$ cat src/rtl/mc_datapath.sv
// Multicycle 16-bit-instruction datapath with integrated sequencer and req/ack memory ports.
// Optional retired-instruction counter enabled by MC_DATAPATH_PERF_CNT_EN.
//
// state    | meaning
// ---------+---------------------------------------------------------------
// S_FETCH  | ireq high, wait for iack, latch IR, PC += 2
// S_DECODE | read rs/rt into A/B; resolve halt, j and illegal opcodes
// S_EXEC   | ALU / address into ALUOut; resolve beq
// S_MEM    | dreq high until dack; sw retires, lw latches MDR
// S_WB     | write ALUOut or MDR to the register file and retire
// S_HALT   | absorbing; only reset leaves
module mc_datapath #(
   parameter int                DWIDTH   = 8,
   parameter int                IWIDTH   = 16,
   parameter logic [DWIDTH-1:0] RESET_PC = '0
) (
   input  logic              clk,
   input  logic              reset,
   output logic [DWIDTH-1:0] iaddr,
   output logic              ireq,
   input  logic              iack,
   input  logic [IWIDTH-1:0] irdata,
   output logic [DWIDTH-1:0] daddr,
   output logic              dreq,
   output logic              dwe,
   output logic [DWIDTH-1:0] dwdata,
   input  logic              dack,
   input  logic [DWIDTH-1:0] drdata,
   output logic [DWIDTH-1:0] pc,
   output logic              retire,
   output logic              halted,
   output logic              illegal,
   output logic [31:0]       icount
);

   typedef enum logic [2:0] {
      S_FETCH,
      S_DECODE,
      S_EXEC,
      S_MEM,
      S_WB,
      S_HALT
   } state_t;

   localparam logic [3:0] OP_R    = 4'h0;
   localparam logic [3:0] OP_ADDI = 4'h1;
   localparam logic [3:0] OP_LW   = 4'h2;
   localparam logic [3:0] OP_SW   = 4'h3;
   localparam logic [3:0] OP_BEQ  = 4'h4;
   localparam logic [3:0] OP_J    = 4'h5;
   localparam logic [3:0] OP_HALT = 4'hF;

   state_t            state;
   logic [IWIDTH-1:0] ir;
   logic [DWIDTH-1:0] a, b, alu_out, mdr;
   logic [DWIDTH-1:0] rf [0:3];

   logic [3:0]        op;
   logic [1:0]        rs, rt, rd;
   logic [2:0]        funct;
   logic [DWIDTH-1:0] sext_imm;
   logic              legal;
   logic [DWIDTH-1:0] alu_res, exec_res, br_target, wb_val;
   logic [1:0]        wb_dst;

   assign op       = ir[15:12];
   assign rs       = ir[11:10];
   assign rt       = ir[9:8];
   assign rd       = ir[7:6];
   assign funct    = ir[2:0];
   assign sext_imm = DWIDTH'($signed(ir[7:0]));
   assign legal    = (op <= OP_J) || (op == OP_HALT);

   always_comb begin
      case (funct)
         3'd1:    alu_res = a - b;
         3'd2:    alu_res = a & b;
         3'd3:    alu_res = a | b;
         3'd4:    alu_res = DWIDTH'({$signed(a) < $signed(b)});
         default: alu_res = a + b;
      endcase
   end

   // pc already holds PC_fetched + 2 by the time EXEC runs
   assign exec_res  = (op == OP_R) ? alu_res : a + sext_imm;
   assign br_target = pc + (sext_imm << 1);
   assign wb_dst    = (op == OP_R) ? rd : rt;
   assign wb_val    = (op == OP_LW) ? mdr : alu_out;

   assign iaddr  = pc;
   assign ireq   = reset && (state == S_FETCH);
   assign dreq   = reset && (state == S_MEM);
   assign dwe    = dreq && (op == OP_SW);
   assign daddr  = alu_out;
   assign dwdata = b;
   assign halted = (state == S_HALT);

   always_comb begin
      retire = 1'b0;
      case (state)
         S_DECODE: retire = (op == OP_J) || !legal;
         S_EXEC:   retire = (op == OP_BEQ);
         S_MEM:    retire = dack && (op == OP_SW);
         S_WB:     retire = 1'b1;
         default:  retire = 1'b0;
      endcase
   end

   always_ff @(posedge clk or negedge reset) begin
      if (!reset) begin
         state   <= S_FETCH;
         pc      <= RESET_PC;
         ir      <= '0;
         a       <= '0;
         b       <= '0;
         alu_out <= '0;
         mdr     <= '0;
         illegal <= 1'b0;
         for (int i = 0; i < 4; i++) rf[i] <= '0;
      end else begin
         case (state)
            S_FETCH: begin
               if (iack) begin
                  ir    <= irdata;
                  pc    <= pc + DWIDTH'(2);
                  state <= S_DECODE;
               end
            end
            S_DECODE: begin
               a <= rf[rs];
               b <= rf[rt];
               if (op == OP_HALT) begin
                  state <= S_HALT;
               end else if (op == OP_J) begin
                  pc    <= DWIDTH'(ir[11:0]);
                  state <= S_FETCH;
               end else if (!legal) begin
                  illegal <= 1'b1;
                  state   <= S_FETCH;
               end else begin
                  state <= S_EXEC;
               end
            end
            S_EXEC: begin
               alu_out <= exec_res;
               if (op == OP_BEQ) begin
                  if (a == b) pc <= br_target;
                  state <= S_FETCH;
               end else if ((op == OP_LW) || (op == OP_SW)) begin
                  state <= S_MEM;
               end else begin
                  state <= S_WB;
               end
            end
            S_MEM: begin
               if (dack) begin
                  if (op == OP_SW) begin
                     state <= S_FETCH;
                  end else begin
                     mdr   <= drdata;
                     state <= S_WB;
                  end
               end
            end
            S_WB: begin
               if (wb_dst != 2'd0) rf[wb_dst] <= wb_val;
               state <= S_FETCH;
            end
            S_HALT:  state <= S_HALT;
            default: state <= S_FETCH;
         endcase
      end
   end

`ifdef MC_DATAPATH_PERF_CNT_EN
   logic [31:0] icount_q;

   always_ff @(posedge clk or negedge reset) begin
      if (!reset) icount_q <= '0;
      else if (retire) icount_q <= icount_q + 32'd1;
   end

   assign icount = icount_q;
`else
   assign icount = 32'd0;
`endif

endmodule

$ cat config.mk
export PLATFORM = sky130hd
export DESIGN_NAME = mc_datapath
export DESIGN_NICKNAME = d
export VERILOG_FILES = /design/src/rtl/mc_datapath.sv
export SDC_FILE = /design/constraint.sdc
export NUM_CORES = 1
export LEC_CHECK = 0
export CAP_MARGIN = 20
export CORE_UTILIZATION = 59
export CTS_BUF_LIST = sky130_fd_sc_hd__clkbuf_16
export CTS_CLUSTER_SIZE = 28
export DETAILED_ROUTE_END_ITERATION = 12
export GPL_ROUTABILITY_DRIVEN = 0
export HOLD_SLACK_MARGIN = 0.05
export PLACE_DENSITY_LB_ADDON = 0.08
export REMOVE_ABC_BUFFERS = 1
export SYNTH_ARGS = -nofsm -noshare
export SYNTH_HDL_FRONTEND = slang
export SYNTH_SLANG_ARGS = --single-unit
$ cat constraint.sdc
create_clock -name clk -period 5.65 [get_ports clk]
set_input_delay 1.13 -clock clk [delete_from_list [all_inputs] [get_ports clk]]
set_output_delay 1.13 -clock clk [all_outputs]
set_load 0.05 [all_outputs]
-- Yosys cells after proc, flatten, opt, wreduce, memory -nomap -nowiden
Index checks and enable logic that the tools add are counted.
- memory bits (read-only): 0
- register bits after elaboration: 92
- bits of input ports: 28
- memories: 0
- RAM bits: 0
- bits in latches: 0
- add/subtract/negate cells: 5
- shift-type cells: 0
- divide/modulo/power cells: 0
- reductions and logical operators: 19
- $mul: 0
- magnitude comparators: 6
- equality and inequality tests: 21
- mux-type cells: 29
- bitwise operators: 9
- operators by type and width (cell ; count):
    2-to-1 mux 8 bit ; 12
    binary-select mux 8 bit (select 2 bit) ; 2
    bitwise mux 32 bit ; 1
    one-hot mux 8 bit (4 select lines) ; 1
    adder 8 bit ; 3
    one-hot mux 8 bit (3 select lines) ; 1
    2-to-1 mux 3 bit ; 6
    demux 8 bit (select 2 bit) ; 1
    one-hot mux 3 bit (5 select lines) ; 1
    == test 3 x 2 -> 1 bit, second input constant ; 4
    inequality test 2 bit, second input constant ; 6
    == test 3 bit, second input constant ; 3
    greater-or-equal comparator 3 bit, second input constant ; 3
    NOT 2 -> 3 bit ; 3
    adder 8 x 2 -> 8 bit, second input constant ; 1
    AND 8 bit ; 1
    == test 4 x 2 -> 1 bit, second input constant ; 2
    == test 4 x 3 -> 1 bit, second input constant ; 2
    == test 8 bit ; 1
    less-than comparator 8 bit ; 1
    bitwise OR 8 bit ; 1
    subtractor 8 bit ; 1
    == test 3 x 1 -> 1 bit, second input constant ; 2
    2-to-1 mux 2 bit ; 3
    16 further kinds ; 27

-- Depth between registers and ports, before layout
Gate-level depths: netlist of run 1.
- depth after elaboration: 8
- gate-level depth with buffers: 11
- gate-level depth less buffers: 10

-- Worst setup path before layout of run 1
No wires, ideal clock.
- path type: in2out
- start point: input dack
- end point: output retire
- cell stages on the path: 4
- slack: 2.417 ns
- buffers on the path: 0
- arrival: 2.103 ns
- path through: and4b_2 -> a21oi_1 -> nor4b_1 -> a311o_1
- longest elaborated chain between the ends: 2
- ends and longest elaborated chain (item ; line ; RTL):
    start: declaration ; 27 ; input logic dack,
    logical AND 1 bit ; 103 ; S_MEM: retire = dack && (op == OP_SW);
    one-hot mux 1 bit (4 select lines) ; 100 ; case (state)
    end: declaration ; 30 ; output logic retire,
Every way passes these cells.

-- Final worst setup path of run 1
Same ends and word-level chain as after synthesis.

==> flow_summary_export.csv, run 1 <==
group,metric,value,unit
critical_path,critical_path.max_stage_delay,0.79,ns
timing,setup_ws,1.40,ns
cts,holdBufCountCts,0,
critical_path,worst_ep_arrival_time,3.12,ns
outcome,status,"complete, no violations",
run,maxCapViolCount,0,
timing,slew_headroom,29.0,%
critical_path,crit_fanout,3,
floorplan,die_width,104,um
synthesis,synth_edf_count,0,
cts,cts_tree,"yes",
timing,maxClockFrequency,235,MHz
synthesis,yosys_warnings,0,
global_routing,antenna_found_initial,0,
cts,cts_buffers,9,
drt,drt-initial-drc-count,291,
timing,finClkSkew,0.00833,ns
place,pre_cts_slack,1.40,ns
cells_and_area,nNetsFinal,742,
min_path,holdCritPathClass,"reg -> reg",
global_routing,grtUsageTotal,27.9,%
floorplan,dieArea,10900,sq um
drt,wl_per_cell,17.8,um
floorplan,rows,36,
synthesis,synthCells,644,
cts,root_buffer,"clkbuf_16",
critical_path,required,4.52,ns
global_routing,grt_pass1_vias,4717,
cts,cts_max_level,3,
cells_and_area,nFillCells,769,
drt,via_per_inst,5.92,
timing,fin_crit,4.25,ns
floorplan,io_pins,98,
synthesis,synthArstFlopShare,100,%
floorplan,die-height,104,um
floorplan,core_area,9950,sq um
synthesis,synth.distinct_cells,70,
timing,period_share,75.2,%
cells_and_area,stdcell_count,811,
critical_path,crit_family,"buffers and inverters",
cells_and_area,drive_gt1_share,10.5,%
place,hpwl,10300,um
synthesis,ys_ff_latch,92,
drt,ant_nets,0,
cells_and_area,syn_to_final_growth,12.3,%
cts,cts_sinks,92,
place,portBuffers,65,
critical_path,path_buf_inv,2,
critical_path,critPathMostFrequentCell,"clkdlybuf4s50_1",
cells_and_area,num_antenna_cells,0,
cts,clkTransAtPathRegs,0.07,ns
critical_path,crit_path_top_delay_cell,"clkdlybuf4s50_1",
timing,finalSetupTns,0,ns
critical_path,endpoint_kind,"output port",
critical_path,cp_cell_sequence,"clkdlybuf4s50_1, and4b_2, a21oi_1, nor4b_1, a311o_1, clkdlybuf4s50_1",
synthesis,netlist_area,6180,sq um
power_and_ir_drop,powerDensity,668,nW/um^2
global_routing,grt_max_degree,60,
drt,drc,0,
critical_path,regToRegSetupSlack,2.37,ns
timing,hold_viol,0,
cts,clock_latency,0.34,ns
place,dp_cells,795,
drt,drtPass1Iterations,5,
synthesis,yosys-top-cells-area,"dfrtp_1, ha_1, mux4_2",
timing,setup_viol,0,
timing,worst_pin_slew,1.06,ns
timing,maxSlewViolCount,0,
global_routing,grt-ovfl-total,0,
drt,wl,14400,um
critical_path,crit_path_start_kind,"input pin",
synthesis,avgSynthCellArea,9.59,sq um
synthesis,yosys.area.top_type,"dfrtp_1",
synthesis,ys.flop_type,"dfrtp_1",
synthesis,synth_top_cell_area_share,37.3,%
cts,clk_path_buf_depth,2,
drt,vias,4802,
cts,post_cts_buffers,0,
power_and_ir_drop,leakagePower,0.00298,uW
timing,rsz0062_at_grt,"false",
power_and_ir_drop,max-vdd-ir-drop,0.345,mV
critical_path,worst-setup-path-type,"in -> out",
floorplan,initial_core_util,62.1,%
global_routing,grt_pass1_wl,23900,um
synthesis,ys_seq_area_share,37.3,%
cts,cts-resized-gates,0,
==> sequential cells by signal, summed over array words and instances, names as in the netlist <==
register / cells
rf: 32
ir: 16
a: 8
daddr: 8
dwdata: 8
iaddr: 8
mdr: 8
state: 3
illegal: 1
==> layer usage <==
metal | GRT usage [%] | routed length (um) | up-vias
li1 | - | - | 2267
met1 | 38.2 | 6350 | 2323
met2 | 45.0 | 6820 | 185
met3 | 4.76 | 916 | 27
met4 | 9.18 | 318 | 0
met5 | 0 | 0 | -
==> report_power, final <==
group / total, uW / internal [uW] / switching [uW]
Combinational: 2670 / 1080 / 1590
Clock: 590 / 309 / 281
Sequential: 1370 / 930 / 438
Total: 4630 / 2320 / 2310
==> kinds of logic after synthesis <==
family / Yosys count / share of synthesized area (%)
compound gates: 161 / 16.3
xor+xnor: 16 / 2.27
fa+ha+maj: 42 / 8.95
buf+inv: 111 / 9.64
flops: 92 / 37.3
mux: 48 / 11.5
other cells: 1 / 0.0607
simple gates: 173 / 14.0
==> worst paths after layout <==
kind,start,to,cells after the start
max,dack,retire,6
min,rf[26]$_DFFE_PN0P_,rf[26]$_DFFE_PN0P_,0
max reg2reg,state[1]$_DFFE_PN0P_,iaddr[7]$_DFFE_PN0P_,10
min reg2reg,rf[26]$_DFFE_PN0P_,rf[26]$_DFFE_PN0P_,0
max in group asynchronous,reset,mdr[1]$_DFFE_PN0P_,2
min in group asynchronous,reset,iaddr[6]$_DFFE_PN0P_,1
==> final cells by class <==
type / count / area [sq um] / area share (%)
clock buffer: 9 / 225 / 3.25
clock inverter: 7 / 63.8 / 0.920
inverter: 31 / 116 / 1.68
multi-input combinational: 472 / 3400 / 49.0
sequential: 92 / 2300 / 33.2
tap: 133 / 166 / 2.40
timing repair buffer: 67 / 663 / 9.56
==> stage by stage <==
step | utilization, % | instance area [sq um] | power (uW) | hold slack [ns]
2_1_floorplan | - | 5810 | 3210 | 0.365
3_3_place_gp | 66.8 | 6650 | 3920 | 0.377
3_5_place_dp | 66.8 | 6650 | 3990 | 0.383
4_1_cts | 69.7 | 6940 | 4620 | 0.399
5_1_grt | 69.7 | 6940 | 4960 | 0.407
6_report | 69.7 | 6940 | 4630 | 0.399
==> synth_stat cells, types with 10 or more instances <==
| cell type | instances |
|---|---|
| mux4_2 | 16 |
| buf_2 | 14 |
| a21oi_1 | 26 |
| buf_4 | 41 |
| inv_1 | 31 |
| nand2b_1 | 10 |
| ha_1 | 37 |
| mux2_2 | 24 |
| nor2_1 | 32 |
| nand2_1 | 74 |
| dfrtp_1 | 92 |
| clkbuf_1 | 21 |
| o21ai_0 | 70 |
==> placed cells by master, fill, tap and decap left out, drive strengths merged, types with 6 or more instances in the layout <==
| cell type | synthesis | routed |
|---|---|---|
| nor3 | 9 | 9 |
| a211o | 6 | 6 |
| mux4 | 16 | 16 |
| mux2i | 8 | 8 |
| and2 | 8 | 8 |
| dfrtp | 92 | 92 |
| a21oi | 26 | 26 |
| xor2 | 7 | 7 |
| ha | 37 | 37 |
| nor3b | 6 | 6 |
| mux2 | 24 | 24 |
| o21ai | 72 | 72 |
| inv | 31 | 36 |
| clkbuf | 21 | 9 |
| xnor2 | 9 | 9 |
| a21o | 6 | 6 |
| conb | 1 | 32 |
| nand2b | 10 | 10 |
| nand2 | 75 | 75 |
| nor2b | 7 | 7 |
| clkdlybuf4s50 | 0 | 64 |
| nor2 | 33 | 33 |
| o21bai | 6 | 6 |
Power figures use the tool's default switching activity.
==> run 2, diff against run 1 <==
CORE_UTILIZATION = 49   (was 59)
clock period = 3.5 ns   (was 5.65 ns; I/O delays follow)
==> run 2 against run 1 <==
- global-route usage is 3.0 points lower
- via count is 0.17% higher
- worst hold slack worse by 0.0052 ns
- combinational power is 66% higher
- setup slack worse by 0.90 ns
- sequential power is 59% higher
- clock skew hardly changed
- cell count is 5.3% higher
- wire length is 6.1% higher
- sequential share of layout area is 0.48 points lower
- clock power is 59% higher
==> flow_summary_export.csv, run 2 (synthesis results as in run 1) <==
group,metric,value,unit
outcome,status,"complete, no violations",
critical_path,required,2.80,ns
floorplan,initial_core_util,50.8,%
global_routing,grt_max_degree,60,
drt,drtPass1Iterations,5,
timing,setup_ws,0.500,ns
cts,post_cts_buffers,0,
global_routing,antenna_found_initial,0,
timing,slew_headroom,46.5,%
drt,drc,0,
drt,wl_per_cell,17.9,um
cells_and_area,syn_to_final_growth,13.9,%
critical_path,worst_ep_arrival_time,2.30,ns
global_routing,grt_pass1_vias,4568,
cells_and_area,nFillCells,1060,
power_and_ir_drop,max-vdd-ir-drop,0.462,mV
power_and_ir_drop,p_seq_share,28.9,%
power_and_ir_drop,powerDensity,1070,nW/um^2
cts,root_buffer,"clkbuf_16",
critical_path,endpoint_kind,"output port",
power_and_ir_drop,netSwitchingFraction,49.8,%
power_and_ir_drop,p_switching,3760,uW
cts,cts_sinks,92,
drt,drt-initial-drc-count,294,
drt,ant_nets,0,
cells_and_area,fin_area,7040,sq um
timing,period_share,85.7,%
critical_path,crit_fanout,10,
power_and_ir_drop,power.internal,3790,uW
cts,cts_buffers,9,
place,dp_cells,838,
global_routing,grtUsageTotal,24.9,%
cts,clock_latency,0.35,ns
cells_and_area,nNetsFinal,750,
floorplan,dieArea,13100,sq um
cts,clk_path_buf_depth,2,
place,pre_cts_slack,0.641,ns
floorplan,core_area,12200,sq um
timing,rsz0062_at_grt,"false",
timing,fin_crit,3.00,ns
cts,clkTransAtPathRegs,0.07,ns
global_routing,grt_pass1_wl,24700,um
timing,finalSetupTns,0,ns
global_routing,grt-ovfl-total,0,
floorplan,die-height,114,um
drt,via_per_inst,5.63,
cells_and_area,largest_reg_flops,32,
timing,maxSlewViolCount,0,
critical_path,crit_path_start_kind,"register",
place,portBuffers,65,
cells_and_area,final_cell_mix,"dfrtp_1, nand2_1, o21ai_0, clkdlybuf4s50_1, ha_1",
cts,cts-resized-gates,0,
power_and_ir_drop,leakagePower,0.00303,uW
run,maxCapViolCount,0,
floorplan,rows,40,
timing,worst_pin_slew,0.802,ns
cells_and_area,top_regs,"rf x32, ir x16",
cts,cts_max_level,3,
min_path,holdCritPathClass,"reg -> reg",
floorplan,io_pins,98,
cells_and_area,final_common_cell,"dfrtp_1",
cells_and_area,stdcell_count,854,
cts,cts_tree,"yes",
cells_and_area,drive_gt1_share,11.4,%
cells_and_area,top_register,"rf",
power_and_ir_drop,pwr-share-clk,12.4,%
timing,hold_viol,0,
place,place_area,6760,sq um
cts,holdBufCountCts,0,
floorplan,die_width,114,um
power_and_ir_drop,pwr-share-comb,58.7,%
cells_and_area,num_antenna_cells,0,
timing,maxClockFrequency,333,MHz
timing,setup_viol,0,
drt,wl,15300,um
timing,finClkSkew,0.00857,ns
place,hpwl,11200,um
drt,vias,4810,
critical_path,worst-setup-path-type,"reg -> out",
==> run 2: cell types whose count changed in the layout (fill, tap and decap cells not counted) <==
cell / delta
buf_4: +8
clkinv_4: +2
clkinvlp_4: -2
inv_1: +2
inv_8: -2
buf_12: +1
clkdlybuf4s50_1: -1
==> run 2: cell type report <==
cell class / count / area [sq um] / share of cell area (%)
clock buffer: 9 / 225 / 3.20
clock inverter: 7 / 51.3 / 0.729
inverter: 31 / 116 / 1.65
multi-input combinational: 472 / 3400 / 48.3
sequential: 92 / 2300 / 32.7
tap: 168 / 210 / 2.99
timing repair buffer: 75 / 733 / 10.4
==> run 2: critical path, stage by stage (launching register included) <==
cell	delay (ns)
dfrtp_1	0.54
nor2_1	0.32
nand3_1	0.15
nor2_1	0.12
clkdlybuf4s50_1	0.81
==> run 2: per-stage QoR <==
stage	power, uW	hold slack [ns]	utilization, %
detailed placement	6580	0.383	55.6
global placement	6510	0.377	55.6
global route	8080	0.415	57.9
floorplan	5180	0.365	-
CTS	7550	0.399	57.9
finish	7550	0.394	57.9
==> run 2: power by group through the flow <==
| stage | sequential, uW | combinational, uW | clock (uW) |
|---|---|---|---|
| detailed placement | 2200 | 4380 | 0 |
| finish | 2180 | 4430 | 938 |
| CTS | 2180 | 4410 | 957 |
| global placement | 2180 | 4330 | 0 |
| floorplan | 2580 | 2600 | 0 |
| global route | 2270 | 4810 | 993 |
==> run 2: metal layers <==
layer,up-vias,track usage [%],share of wire [%]
li1,2272,-,-
met2,181,38.7,47
met5,-,0,0
met4,0,7.79,1.4
met3,17,4.34,5.7
met1,2340,35.5,46
==> run 2: final timing paths <==
check	cells past startpoint	slack, ns	endpoint	startpoint
max	4	0.50	dwe	ir[15]$_DFFE_PN0P_
min	0	0.39	rf[25]$_DFFE_PN0P_	rf[25]$_DFFE_PN0P_
max reg2reg	8	0.60	iaddr[2]$_DFFE_PN0P_	a[4]$_DFFE_PN0P_
min reg2reg	0	0.39	rf[25]$_DFFE_PN0P_	rf[25]$_DFFE_PN0P_
max in group asynchronous	2	2.42	rf[9]$_DFFE_PN0P_	reset
min in group asynchronous	2	0.46	ir[13]$_DFFE_PN0P_	reset
==> run 3, diff against run 2 <==
GPL_ROUTABILITY_DRIVEN = unset   (was 0)
==> run 3 against run 2 <==
- flip-flop and latch count unchanged
- die area unchanged
- utilization increased by 0.062 points
- non-clock buffer count unchanged
- clock skew increased by 0.0020 ns
- cell count unchanged
- register-to-register slack improved by 0.05 ns
- critical endpoint unchanged
- largest power group unchanged
- highest routed layer unchanged
==> flow_summary_export.csv, run 3 (synthesis results as in run 1) <==
group,metric,value,unit
outcome,status,"complete, no violations",
run,maxCapViolCount,0,
drt,ant_nets,0,
cells_and_area,largest_reg_flops,32,
drt,vias,4824,
cts,clk_path_buf_depth,2,
timing,finClkSkew,0.0105,ns
cts,cts_buffers,9,
cells_and_area,stdcell_count,854,
floorplan,initial_core_util,50.8,%
global_routing,grt_pass1_wl,24300,um
cells_and_area,final_common_cell,"dfrtp_1",
cells_and_area,utilization,57.9,%
drt,via_per_inst,5.65,
cells_and_area,drive_gt1_share,11.5,%
floorplan,rows,40,
floorplan,core_area,12200,sq um
power_and_ir_drop,leakagePower,0.00302,uW
cells_and_area,nNetsFinal,750,
timing,setup_viol,0,
timing,period_share,85.3,%
timing,hold_viol,0,
floorplan,die_width,114,um
min_path,holdCritPathClass,"reg -> reg",
drt,drc,0,
critical_path,worst_ep_arrival_time,2.29,ns
cells_and_area,top_register,"rf",
floorplan,dieArea,13100,sq um
cts,cts_max_level,3,
drt,drtPass1Iterations,6,
cells_and_area,final_cell_mix,"dfrtp_1, nand2_1, o21ai_0, clkdlybuf4s50_1, ha_1",
timing,maxClockFrequency,335,MHz
cts,cts-resized-gates,0,
cells_and_area,top_regs,"rf x32, ir x16",
cts,holdBufCountCts,0,
place,portBuffers,65,
drt,wl,15100,um
cts,root_buffer,"clkbuf_16",
timing,maxSlewViolCount,0,
global_routing,grt_pass1_vias,4630,
critical_path,required,2.80,ns
critical_path,crit_path_start_kind,"register",
global_routing,grt-ovfl-total,0,
global_routing,grt_max_degree,60,
place,dp_cells,838,
timing,worst_pin_slew,0.819,ns
timing,fin_crit,2.99,ns
drt,wl_per_cell,17.7,um
timing,rsz0062_at_grt,"false",
cells_and_area,syn_to_final_growth,14.0,%
place,hpwl,11300,um
cts,clock_latency,0.35,ns
power_and_ir_drop,total_power,7560,uW
critical_path,worst-setup-path-type,"reg -> out",
cells_and_area,nFillCells,1097,
cts,clkTransAtPathRegs,0.07,ns
floorplan,io_pins,98,
cts,post_cts_buffers,0,
timing,finalSetupTns,0,ns
cells_and_area,num_antenna_cells,0,
place,gp_congestion,0.940,
global_routing,antenna_found_initial,0,
power_and_ir_drop,powerDensity,1070,nW/um^2
power_and_ir_drop,max-vdd-ir-drop,0.525,mV
critical_path,endpoint_kind,"output port",
drt,drt-initial-drc-count,251,
global_routing,grtUsageTotal,24.7,%
timing,slew_headroom,45.4,%
cts,cts_sinks,92,
critical_path,crit_fanout,15,
floorplan,die-height,114,um
cts,cts_tree,"yes",
==> run 3: cell count changes in the layout (fill, tap and decap cells not counted), sizes merged <==
cell,change
clkinv,+1
clkinvlp,+1
inv,-2
==> run 3: metrics by stage <==
stage          instance area, sq um  hold WS (ns)  setup WS [ns]
3_3_place_gp                   6760         0.377          0.697
6_report                       7040         0.393          0.515
3_5_place_dp                   6760         0.385          0.652
5_1_grt                        7040         0.417          0.398
2_1_floorplan                  5810         0.365         0.0726
4_1_cts                        7040         0.400          0.509
==> run 3: worst max-delay path, stage by stage, from the launching register on <==
cell             delay, ns
dfrtp_1               0.56
and3b_1               0.36
nand2_1               0.09
nor2_1                0.12
clkdlybuf4s50_1       0.81
==> run 3: layout make-up <==
class                           count  area, sq um  share of cell area, %
Timing Repair Buffer               75          733                   10.4
Multi-Input combinational cell    472         3400                   48.2
Sequential cell                    92         2300                   32.7
Clock inverter                      7         58.8                  0.835
Tap cell                          168          210                   2.98
Inverter                           31          116                   1.65
Clock buffer                        9          225                   3.20
==> run 3: path summary, 6_finish.rpt <==
check | from | to | slack [ns] | cells past startpoint
min reg2reg | rf[30]$_DFFE_PN0P_ | rf[30]$_DFFE_PN0P_ | 0.39 | 0
max in group asynchronous | reset | a[4]$_DFFE_PN0P_ | 2.43 | 2
min | rf[30]$_DFFE_PN0P_ | rf[30]$_DFFE_PN0P_ | 0.39 | 0
min in group asynchronous | reset | ir[15]$_DFFE_PN0P_ | 0.46 | 2
max reg2reg | a[4]$_DFFE_PN0P_ | iaddr[1]$_DFFE_PN0P_ | 0.65 | 8
max | state[2]$_DFFE_PN0P_ | dwe | 0.51 | 4
==> run 3: power breakdown <==
part / leakage [uW] / switching, uW / internal [uW]
sequential: 0.00117 / 671 / 1500
combinational: 0.00172 / 2640 / 1810
clock: 0.000137 / 450 / 492
==> run 3: routing by layer <==
layer / global-route usage [%] / share of wire [%] / wire length (um) / vias to the layer above
met5: 0 / 0 / 0 / -
met4: 9.61 / 2.5 / 372 / 0
met3: 6.19 / 6.6 / 1000 / 22
met2: 37.5 / 45 / 6810 / 186
met1: 34.1 / 46 / 6900 / 2339
li1: - / - / - / 2277
==> edit (config.mk and constraints of run 2) <==
The 6 states of `state_t` get a one-hot encoding in 6 bits.
--- a/src/rtl/mc_datapath.sv
+++ b/src/rtl/mc_datapath.sv
@@ -33,13 +33,13 @@
    output logic [31:0]       icount
 );
 
-   typedef enum logic [2:0] {
-      S_FETCH,
-      S_DECODE,
-      S_EXEC,
-      S_MEM,
-      S_WB,
-      S_HALT
+   typedef enum logic [5:0] {
+      S_FETCH  = 6'b000001,
+      S_DECODE = 6'b000010,
+      S_EXEC   = 6'b000100,
+      S_MEM    = 6'b001000,
+      S_WB     = 6'b010000,
+      S_HALT   = 6'b100000
    } state_t;
 
    localparam logic [3:0] OP_R    = 4'h0;
Check against the original RTL: no difference found for any inputs over 4 cycles, from zero or initial values and one cycle with reset low; so few cycles prove little.
==> edit against run 2 <==
- final cell count grew 1.8%
- sequential cell count increased by 3
- cell area is 2.2% higher
- routed wire length decreased by 0.27%
- via count rose by 0.35%
- setup slack got worse by 300 ps
- global-route usage up 0.053 points
- utilization decreased by 0.90 points
- combinational power down 41%
- synthesized area increased by 2.6%
- total power shrank 28%
- critical path depth is 3 higher
- first-iteration DRC count up 1.0%
- highest routed layer unchanged
==> edit: results (changes against run 2) <==
[sta]
skew_ps=9.47  ; +0.895 ps

[setup_path]
max_stage_delay_ps=480  ; -330 ps
worst-path-max-fanout=11  ; +1
cp_slowest_cell=dfrtp_1
arrival_ps=2600  ; +300 ps
r2r_cells=11  ; +3
rr_startpoint=state[5]

[global_routing]
grt_pass1_wl_mm=24.8  ; +0.39%
grt_pass1_vias=4738  ; +3.7%
track_usage_pct=24.9  ; +0.053 points
grt_max_degree=53  ; -12%

[placed_design]
dp_hpwl_mm=11.4  ; +1.6%
placed_area_um2=6890  ; +1.9%

[routing]
drt_first_iter_violations=297  ; +1.0%
vias=4827  ; +0.35%
viasPerCell=5.55  ; -1.4%

[synth]
synth.area.top_cells=dfrtp_1 (37%), ha_1 (7.3%), mux4_2 (5.7%), buf_4 (4.9%), mux2_2 (4.6%)
seq_area_frac_synth_pct=37.5  ; +0.27 points
muxShareOfSynthArea_pct=12.0  ; +0.54 points
synthTopCellsByCount=dfrtp_1 (94), nand2_1 (63), o21ai_0 (50)
synthCells=655  ; +1.7%
synth_compound_area_share_pct=15.4  ; -0.94 points
synth_xor_area_share_pct=2.21  ; -0.057 points
yosysUniqueCellTypes=69  ; -1.4%
synth_fa_ha_area_share_pct=8.73  ; -0.22 points

[cells_and_area]
nets=761  ; +1.5%

[worst_hold_path]
holdPathStages=0  ; unchanged

[power]
irDropWorstVdd_mv=0.398  ; -14%
switching_power_mw=2.50  ; -33%
leakage_nw=3.11  ; +2.6%

[status]
status=completed

edit: worst max-delay path, delay by kind of cell (launching register included):
| family | cells | cell delay, ps |
|---|---|---|
| compound gates | 2 | 400 |
| buf+inv | 1 | 140 |
| flops | 1 | 480 |
| mux | 1 | 190 |
| simple gates | 3 | 1030 |
edit: metrics by stage:
stage	setup WS [ps]	hold WS [ps]
after floorplan	616	365
after global placement	497	376
after detailed placement	380	383
after CTS	152	399
after global routing	12.1	409
final	196	392
edit: final cells by class:
cell class,instances,area [um2]
clock buffers,9,225
clock inverters,7,76.3
fillers,1112,5430
inverters,38,143
multi-input cells,476,3440
flip-flops and latches,95,2380
well taps,172,215
repair buffers,72,706
edit: cells by family (layout without fill, tap and decap cells):
group | after synthesis | count (layout)
AND/OR/NAND/NOR | 179 | 179
AO/OA/AOI/OAI | 154 | 154
buffers and inverters | 115 | 126
flip-flops | 95 | 95
multiplexers | 53 | 53
adder cells (fa/ha/maj) | 42 | 42
XOR/XNOR | 16 | 16
other | 1 | 32
edit: power by group through the flow:
stage               Clock [mW]  Sequential [mW]  Combinational (mW)
CTS                       1.05             1.83                2.61
global route              1.09             1.88                2.83
floorplan                    0             2.15                1.41
global placement             0             1.84                2.56
detailed placement           0             1.84                2.60
finish                    1.02             1.83                2.60
edit: per-layer routing:
metal	wire length, um	track usage (%)	vias up
li1	-	-	2303
met1	6970	33.7	2365
met2	7190	40.1	143
met3	804	5.23	16
met4	274	8.29	0
met5	0	0	-
edit: path summary, 6_finish.rpt:
check                      slack (ps)  endpoint
setup / recovery                  200    retire
hold / removal                    390    rf[25]
setup reg to reg                  350  iaddr[7]
hold reg to reg                   390    rf[25]
max in group asynchronous        1890     ir[2]
min in group asynchronous         470  iaddr[0]
